===== src/rtl/hex_display_driver.sv =====
// hex_display_driver: multi-digit seven-segment driver, hex or decimal.
// Ports:
//   clk, reset (async, active-high)
//   in_valid/in_ready : accept handshake; value, decimal, blank_lz latched at accept
//   blink             : live flash enable
//   busy, overflow    : status
//   hex               : active-low segments, digit i at [7i+6:7i], {g,f,e,d,c,b,a}
module hex_display_driver #(
    parameter int DIGITS    = 6,
    parameter int DATA_W    = 20,
    parameter int BLINK_DIV = 25_000_000
) (
    input  logic                clk,
    input  logic                reset,
    input  logic                in_valid,
    output logic                in_ready,
    input  logic [DATA_W-1:0]   value,
    input  logic                decimal,
    input  logic                blank_lz,
    input  logic                blink,
    output logic                busy,
    output logic                overflow,
    output logic [7*DIGITS-1:0] hex
);
    localparam int NB = 4 * DIGITS;
    localparam int SW = $clog2(DATA_W);
    localparam int CW = $clog2(BLINK_DIV);
    localparam logic [CW-1:0] CNT_MAX = CW'(BLINK_DIV - 1);

    function automatic logic [63:0] pow10(input int n);
        logic [63:0] p;
        p = 64'd1;
        for (int k = 0; k < n; k++) begin
            p = p * 64'd10;
        end
        return p;
    endfunction

    localparam logic [63:0] DEC_MAX = pow10(DIGITS) - 64'd1;

    function automatic logic [6:0] seg7(input logic [3:0] n);
        logic [6:0] s;
        case (n)
            4'h0:    s = 7'h40;
            4'h1:    s = 7'h79;
            4'h2:    s = 7'h24;
            4'h3:    s = 7'h30;
            4'h4:    s = 7'h19;
            4'h5:    s = 7'h12;
            4'h6:    s = 7'h02;
            4'h7:    s = 7'h78;
            4'h8:    s = 7'h00;
            4'h9:    s = 7'h10;
            4'hA:    s = 7'h08;
            4'hB:    s = 7'h03;
            4'hC:    s = 7'h46;
            4'hD:    s = 7'h21;
            4'hE:    s = 7'h06;
            default: s = 7'h0E;
        endcase
        return s;
    endfunction

    typedef enum logic [1:0] {
        S_IDLE,
        S_CONVERT,
        S_UPDATE
    } state_t;

    state_t              state_q;
    logic [DATA_W-1:0]   val_q;
    logic [DATA_W-1:0]   sh_q;
    logic                dec_q;
    logic                blz_q;
    logic [NB-1:0]       bcd_q;
    logic [SW-1:0]       step_q;
    logic [7*DIGITS-1:0] hex_q;
    logic                ovf_q;
    logic                rdy_q;
    logic                busy_q;
    logic [CW-1:0]       bcnt_q;
    logic                off_q;

    logic [63:0]         val_ext;
    logic [NB-1:0]       adj_d;
    logic [NB-1:0]       bcd_d;
    logic [NB-1:0]       nib_d;
    logic                ovf_d;
    logic                lead_d;
    logic [7*DIGITS-1:0] glyph_d;

    assign val_ext = 64'(val_q);

    // Double-dabble step: correct every BCD nibble, then shift in next value MSB.
    always_comb begin
        adj_d = '0;
        for (int i = 0; i < DIGITS; i++) begin
            if (bcd_q[4*i +: 4] >= 4'd5) begin
                adj_d[4*i +: 4] = bcd_q[4*i +: 4] + 4'd3;
            end else begin
                adj_d[4*i +: 4] = bcd_q[4*i +: 4];
            end
        end
        bcd_d = {adj_d[NB-2:0], sh_q[DATA_W-1]};
    end

    // Final glyphs; lead_d stays set while scanning zero digits from the top.
    always_comb begin
        nib_d   = dec_q ? bcd_q : val_ext[NB-1:0];
        ovf_d   = dec_q ? (val_ext > DEC_MAX) : ((val_ext >> NB) != 64'd0);
        glyph_d = '1;
        lead_d  = 1'b1;
        for (int i = DIGITS - 1; i >= 0; i--) begin
            if (ovf_d) begin
                glyph_d[7*i +: 7] = 7'h3F;
            end else if (blz_q && lead_d && (i != 0) && (nib_d[4*i +: 4] == 4'd0)) begin
                glyph_d[7*i +: 7] = 7'h7F;
            end else begin
                glyph_d[7*i +: 7] = seg7(nib_d[4*i +: 4]);
            end
            if (nib_d[4*i +: 4] != 4'd0) begin
                lead_d = 1'b0;
            end
        end
    end

    always_ff @(posedge clk or posedge reset) begin
        if (reset) begin
            state_q <= S_IDLE;
            val_q   <= '0;
            sh_q    <= '0;
            dec_q   <= 1'b0;
            blz_q   <= 1'b0;
            bcd_q   <= '0;
            step_q  <= '0;
            hex_q   <= '1;
            ovf_q   <= 1'b0;
            rdy_q   <= 1'b1;
            busy_q  <= 1'b0;
        end else begin
            unique case (state_q)
                S_IDLE: begin
                    if (in_valid) begin
                        val_q   <= value;
                        sh_q    <= value;
                        dec_q   <= decimal;
                        blz_q   <= blank_lz;
                        bcd_q   <= '0;
                        step_q  <= SW'(DATA_W - 1);
                        rdy_q   <= 1'b0;
                        busy_q  <= 1'b1;
                        state_q <= decimal ? S_CONVERT : S_UPDATE;
                    end
                end
                S_CONVERT: begin
                    bcd_q <= bcd_d;
                    sh_q  <= sh_q << 1;
                    if (step_q == '0) begin
                        state_q <= S_UPDATE;
                    end else begin
                        step_q <= step_q - SW'(1);
                    end
                end
                S_UPDATE: begin
                    hex_q   <= glyph_d;
                    ovf_q   <= ovf_d;
                    rdy_q   <= 1'b1;
                    busy_q  <= 1'b0;
                    state_q <= S_IDLE;
                end
                default: begin
                    rdy_q   <= 1'b1;
                    busy_q  <= 1'b0;
                    state_q <= S_IDLE;
                end
            endcase
        end
    end

    // Free-running blink phase, independent of the FSM.
    always_ff @(posedge clk or posedge reset) begin
        if (reset) begin
            bcnt_q <= '0;
            off_q  <= 1'b0;
        end else if (bcnt_q == CNT_MAX) begin
            bcnt_q <= '0;
            off_q  <= ~off_q;
        end else begin
            bcnt_q <= bcnt_q + CW'(1);
        end
    end

    assign hex      = (blink && off_q) ? '1 : hex_q;
    assign in_ready = rdy_q;
    assign busy     = busy_q;
    assign overflow = ovf_q;

endmodule


===== config.mk =====
export PLATFORM = sky130hd
export DESIGN_NAME = hex_display_driver
export DESIGN_NICKNAME = d
export VERILOG_FILES = /design/src/rtl/hex_display_driver.sv
export SDC_FILE = /design/constraint.sdc
export NUM_CORES = 1
export LEC_CHECK = 0
export CORE_MARGIN = 5
export CORE_UTILIZATION = 39
export CTS_BUF_LIST = sky130_fd_sc_hd__clkbuf_8
export DETAILED_ROUTE_END_ITERATION = 7
export HOLD_SLACK_MARGIN = 0.12
export PLACE_DENSITY_LB_ADDON = 0.08
export SYNTH_ARGS = -nofsm -noshare
export SYNTH_HDL_FRONTEND = slang
export SYNTH_SLANG_ARGS = --single-unit

===== constraint.sdc =====
create_clock -name clk -period 7.8 [get_ports clk]
set_input_delay 1.56 -clock clk [delete_from_list [all_inputs] [get_ports clk]]
set_output_delay 1.56 -clock clk [all_outputs]
set_load 0.01 [all_outputs]

Word level (Yosys, flattened, before mapping)
Memories as Yosys holds them, arrays and structs flattened.
Cells that the tools add are included.
Storage, ports and cells
  flip-flop bits (word level): 144
  ROM bits: 672
  memories kept: 6
  output and inout bits: 45
  input port bits: 26
Memories
  (no name shown): depth 16, bits a word 7, rd ports 1, clocked after memory_dff 0, write ports 0, line 43  | case (n)
  (no name shown): depth 16, bits a word 7, rd ports 1, clocked after memory_dff 0, write ports 0, line 43
  (no name shown): depth 16, bits a word 7, rd ports 1, clocked after memory_dff 0, write ports 0, line 43
  (no name shown): depth 16, bits a word 7, rd ports 1, clocked after memory_dff 0, write ports 0, line 43
  (no name shown): depth 16, bits a word 7, rd ports 1, clocked after memory_dff 0, write ports 0, line 43
  (no name shown): depth 16, bits a word 7, rd ports 1, clocked after memory_dff 0, write ports 0, line 43
Operators by class
  reductions and logical operators: 27
  bitwise gates (word level): 2
  equal/unequal tests: 6
  muxes and demuxes: 40
  $add $sub $neg: 8
  magnitude comparators: 7
Operators by type and width (count)
  7-bit two-way mux: 11
  24-bit two-way mux: 2
  24-bit one-hot mux with 2 select lines: 1
  42-bit two-way mux: 1
  20-bit one-hot mux with 2 select lines: 1
  25-bit by 1-bit adder with 25-bit output (second input constant): 1
  25-bit == test (second input constant): 1
  25-bit two-way mux: 1
  4-bit by 3-bit greater-or-equal comparator with 1-bit output (second input constant): 6
  4-bit by 2-bit adder with 4-bit output (second input constant): 5
  20-bit greater-than comparator (second input constant): 1
  4-bit logical NOT: 5
  20-bit two-way mux: 1
  4-bit two-way mux: 5
  4-bit nonzero test: 4
  1-bit logical AND: 10
  5-bit two-way mux: 2
  5-bit one-hot mux with 2 select lines: 1
  2-bit AND reduction: 4
  1-bit two-way mux: 7
  2-bit two-way mux: 3
  2-bit != test (second input constant): 3
  5-bit logical NOT: 1
  5-bit by 1-bit subtractor with 5-bit output (second input constant): 1
  other kinds (10): 12

Longest topological paths before layout
  word-level depth: 10
  gate-level depth with buffers: 11
  mapped depth without buffers: 8

Worst setup path before layout
OpenSTA, ideal clock, no wires.
  path kind: input port to output port
  start point: in blink
  end point: out hex[10]
  path buffers: 1
  data arrival time: 2.098 ns
  stages: 3
  slack: 4.142 ns
  path through: nand2_1 clkbuf_1 nand2b_1
On the way
  word-level cells in the longest chain between the ends: 2
Ends and longest elaborated chain
  start, declared: line 20  | input logic blink,
  1-bit logical AND: line 193  | assign hex = (blink && off_q) ? '1 : hex_q;
  42-bit two-way mux: line 193
  end, declared: line 23  | output logic [7*DIGITS-1:0] hex
Every way passes these cells.

Final worst setup path
  start point: in blink
  end point: out hex[4]
Same word-level chain as after synthesis.

==> impl_metrics.json <==
{
  "cts_setup_buffers": 0,
  "synth_area_leaders": "dfrtp_1 30%, dfstp_2 13%, ha_1 7.5%",
  "critical_path.max_fanout": 42,
  "start_kind": "primary input",
  "coreArea_mm2": 0.0217,
  "dr.pass1.iters": 4,
  "totalPowerFinal_mw": 3.74,
  "worst-slew-pin-transition_ns": 0.943,
  "required_ns": 6.24,
  "cts.sinks": 144,
  "clock_latency_ns": 0.46,
  "synth-edff-count": 0,
  "vias": 6627,
  "p_leak_nw": 4.31,
  "drt_wl_total_um": 20300,
  "ys.flop_type": "dfrtp_1",
  "yosysTopAreaCellShare_pct": 29.5,
  "diodes": 0,
  "setup_tns_ns": 0,
  "synth_cell_type_count": 70,
  "cts_tree": "done",
  "synthesis.area_mm2": 0.00856,
  "drive_gt1_share_pct": 12.7,
  "drtIter0Drc": 267,
  "die_w_um": 158,
  "syn_to_final_growth_pct": 15.1,
  "grt_usage_pct": 16.9,
  "rsz0062_at_grt": "false",
  "seq_area_frac_synth_pct": 42.7,
  "cap_violations": 0,
  "ys_ff_latch": 144,
  "power_density_mw_per_mm2": 379,
  "grt_max_degree": 93,
  "power_frac_seq_pct": 33.7,
  "syn_inst": 914,
  "final_cells": 1259,
  "finalCritPeriodShare_pct": 58.6,
  "dp_cells": 1227,
  "numCtsBuffers": 17,
  "final_nets": 1043,
  "gp_congestion": 0.803,
  "power.share.switching_pct": 41.3,
  "drc": 0,
  "h-tree-depth": 4,
  "min_path_type": "flip-flop to flip-flop",
  "finalMaxSlewViolations": 0,
  "min_period_ns": 4.57,
  "worst_slack_ns": 3.23,
  "maxSlewHeadroom_pct": 35.3,
  "synthArstFlopShare_pct": 100,
  "dieArea_mm2": 0.0250,
  "ir_worst_vdd_uv": 162,
  "drtAntennaViolNets": 0,
  "holdWs_ns": 0.470,
  "outcome": "complete, no violations",
  "path_class": "primary input to primary output",
  "clk_pin_slew_ns": 0.08,
  "cts-root-buf": "clkbuf_8",
  "p_comb_share_pct": 49.5,
  "final_hold_viol_count": 0,
  "p_clk_share_pct": 16.7,
  "setup_viol": 0,
  "ios": 71,
  "die_h_um": 158,
  "grt_pass1_wl_um": 34200,
  "syn_nets": 991,
  "antenna_found_initial": 0,
  "yosys_warnings": 0,
  "initial_core_util_pct": 39.5,
  "clk_path_buf_depth": 2,
  "dp_slack_ns": 3.20,
  "yosysTopAreaCell": "dfrtp_1",
  "grt_pass1_vias": 6475,
  "num_rows": 54,
  "avgSynthCellArea_um2": 9.37,
  "hold_buffers": 0,
  "finClkSkew_ns": 0.0151,
  "routed_via_density": 5.26,
  "dpl.hpwl_um": 14300,
  "overflow": 0,
  "p_sw_mw": 1.55,
  "endpoint_kind": "primary output",
  "wl_per_cell_um": 16.1,
  "crit_arrival_ns": 3.01,
  "max_freq_ghz": 0.219,
  "portBuffers": 70,
  "cts_resized": 0,
  "p_int_mw": 2.19
}
[kinds of logic (layout without fill, tap and decap cells)]
group	count (synthesis)	count (layout)	synth area share [%]
AOI/OAI and AO/OA	220	220	17.0
DFF	144	144	42.7
muxes	35	35	4.93
xor gates and xnor gates	34	34	3.48
buffers and inverters	81	146	4.40
and+or+nand+nor	349	349	20.0
adders and majority gates	51	51	7.45
[final timing paths]
check / start / end / slack, ns / cells after the start
hold / removal: hex_q[13]$_DFFE_PP1N_ / hex_q[13]$_DFFE_PP1N_ / 0.47 / 2
hold reg to reg: hex_q[13]$_DFFE_PP1N_ / hex_q[13]$_DFFE_PP1N_ / 0.47 / 2
min in group asynchronous: reset / val_q[12]$_DFFE_PP0P_ / 1.65 / 2
setup / recovery: blink / hex[4] / 3.23 / 5
max in group asynchronous: reset / bcnt_q[1]$_DFF_PP0_ / 4.94 / 3
setup reg to reg: dec_q$_DFFE_PP0P_ / hex_q[10]$_DFFE_PP1N_ / 4.75 / 8
[state kept, by name, indices dropped and copies added, names as in the netlist]
name      flops
hex_q        42
sh_q         20
overflow      1
dec_q         1
off_q         1
step_q        5
blz_q         1
busy          1
val_q        20
bcnt_q       25
bcd_q        24
in_ready      1
state_q       2
[power groups by stage]
stage	logic, mW	clock network [mW]	registers (mW)
after detailed placement	1.87	0	1.28
after CTS	1.87	0.652	1.26
after global placement	1.86	0	1.28
final	1.85	0.626	1.26
after floorplan	1.34	0	1.20
after global routing	2.08	0.682	1.29
[critical path, cell delays in order]
cell,delay (ns)
clkdlybuf4s50_1,0.41
nand2_1,0.06
buf_4,0.37
nand2b_1,0.11
clkdlybuf4s50_1,0.49
[cell usage in the layout, fill, tap and decap left out, drive strengths merged, types with 17 or more instances in the layout]
| cell type | netlist | routed |
|---|---|---|
| a31oi | 23 | 23 |
| clkdlybuf4s50 | 0 | 70 |
| o21ai | 48 | 48 |
| xor2 | 18 | 18 |
| nor2 | 77 | 77 |
| nand2 | 140 | 140 |
| ha | 51 | 51 |
| nand2b | 54 | 54 |
| inv | 36 | 43 |
| mux2i | 25 | 25 |
| dfstp | 43 | 43 |
| clkbuf | 21 | 17 |
| a21oi | 52 | 52 |
| dfrtp | 101 | 101 |
| o22ai | 17 | 17 |
[synthesized netlist by cell type (16+ instances only)]
cell type and n:
mux2i_1 18, a21oi_1 50, o22ai_1 17, a22oi_1 16, xor2_1 18, nand2b_1 54, a31oi_1 22, inv_1 36
xnor2_1 16, dfstp_2 43, clkbuf_1 21, ha_1 51, dfrtp_1 101, nand2_1 140, nor2_1 77, o21ai_0 41
[area by class of cell]
class	count	area (um2)
Clock buffer	17	234
Tap cell	280	350
Timing Repair Buffer	78	761
Clock inverter	15	175
Multi-Input combinational cell	689	4540
Inverter	36	140
Fill cell	2112	11800
Sequential cell	144	3660
[per-layer routing]
metal	vias to the layer above	track usage, %	wire length, um
met4	0	3.33	140
met3	12	3.53	748
met2	107	25.4	8830
met5	-	0	0
met1	3202	25.4	10600
li1	3306	-	-
[metrics by stage]
stage	utilization [%]	area [um2]
4_1_cts	45.4	9860
3_3_place_gp	43.6	9450
3_5_place_dp	43.6	9450
5_1_grt	45.4	9860
2_1_floorplan	-	8560
6_report	45.4	9860
(Power assumes the default switching activity.)
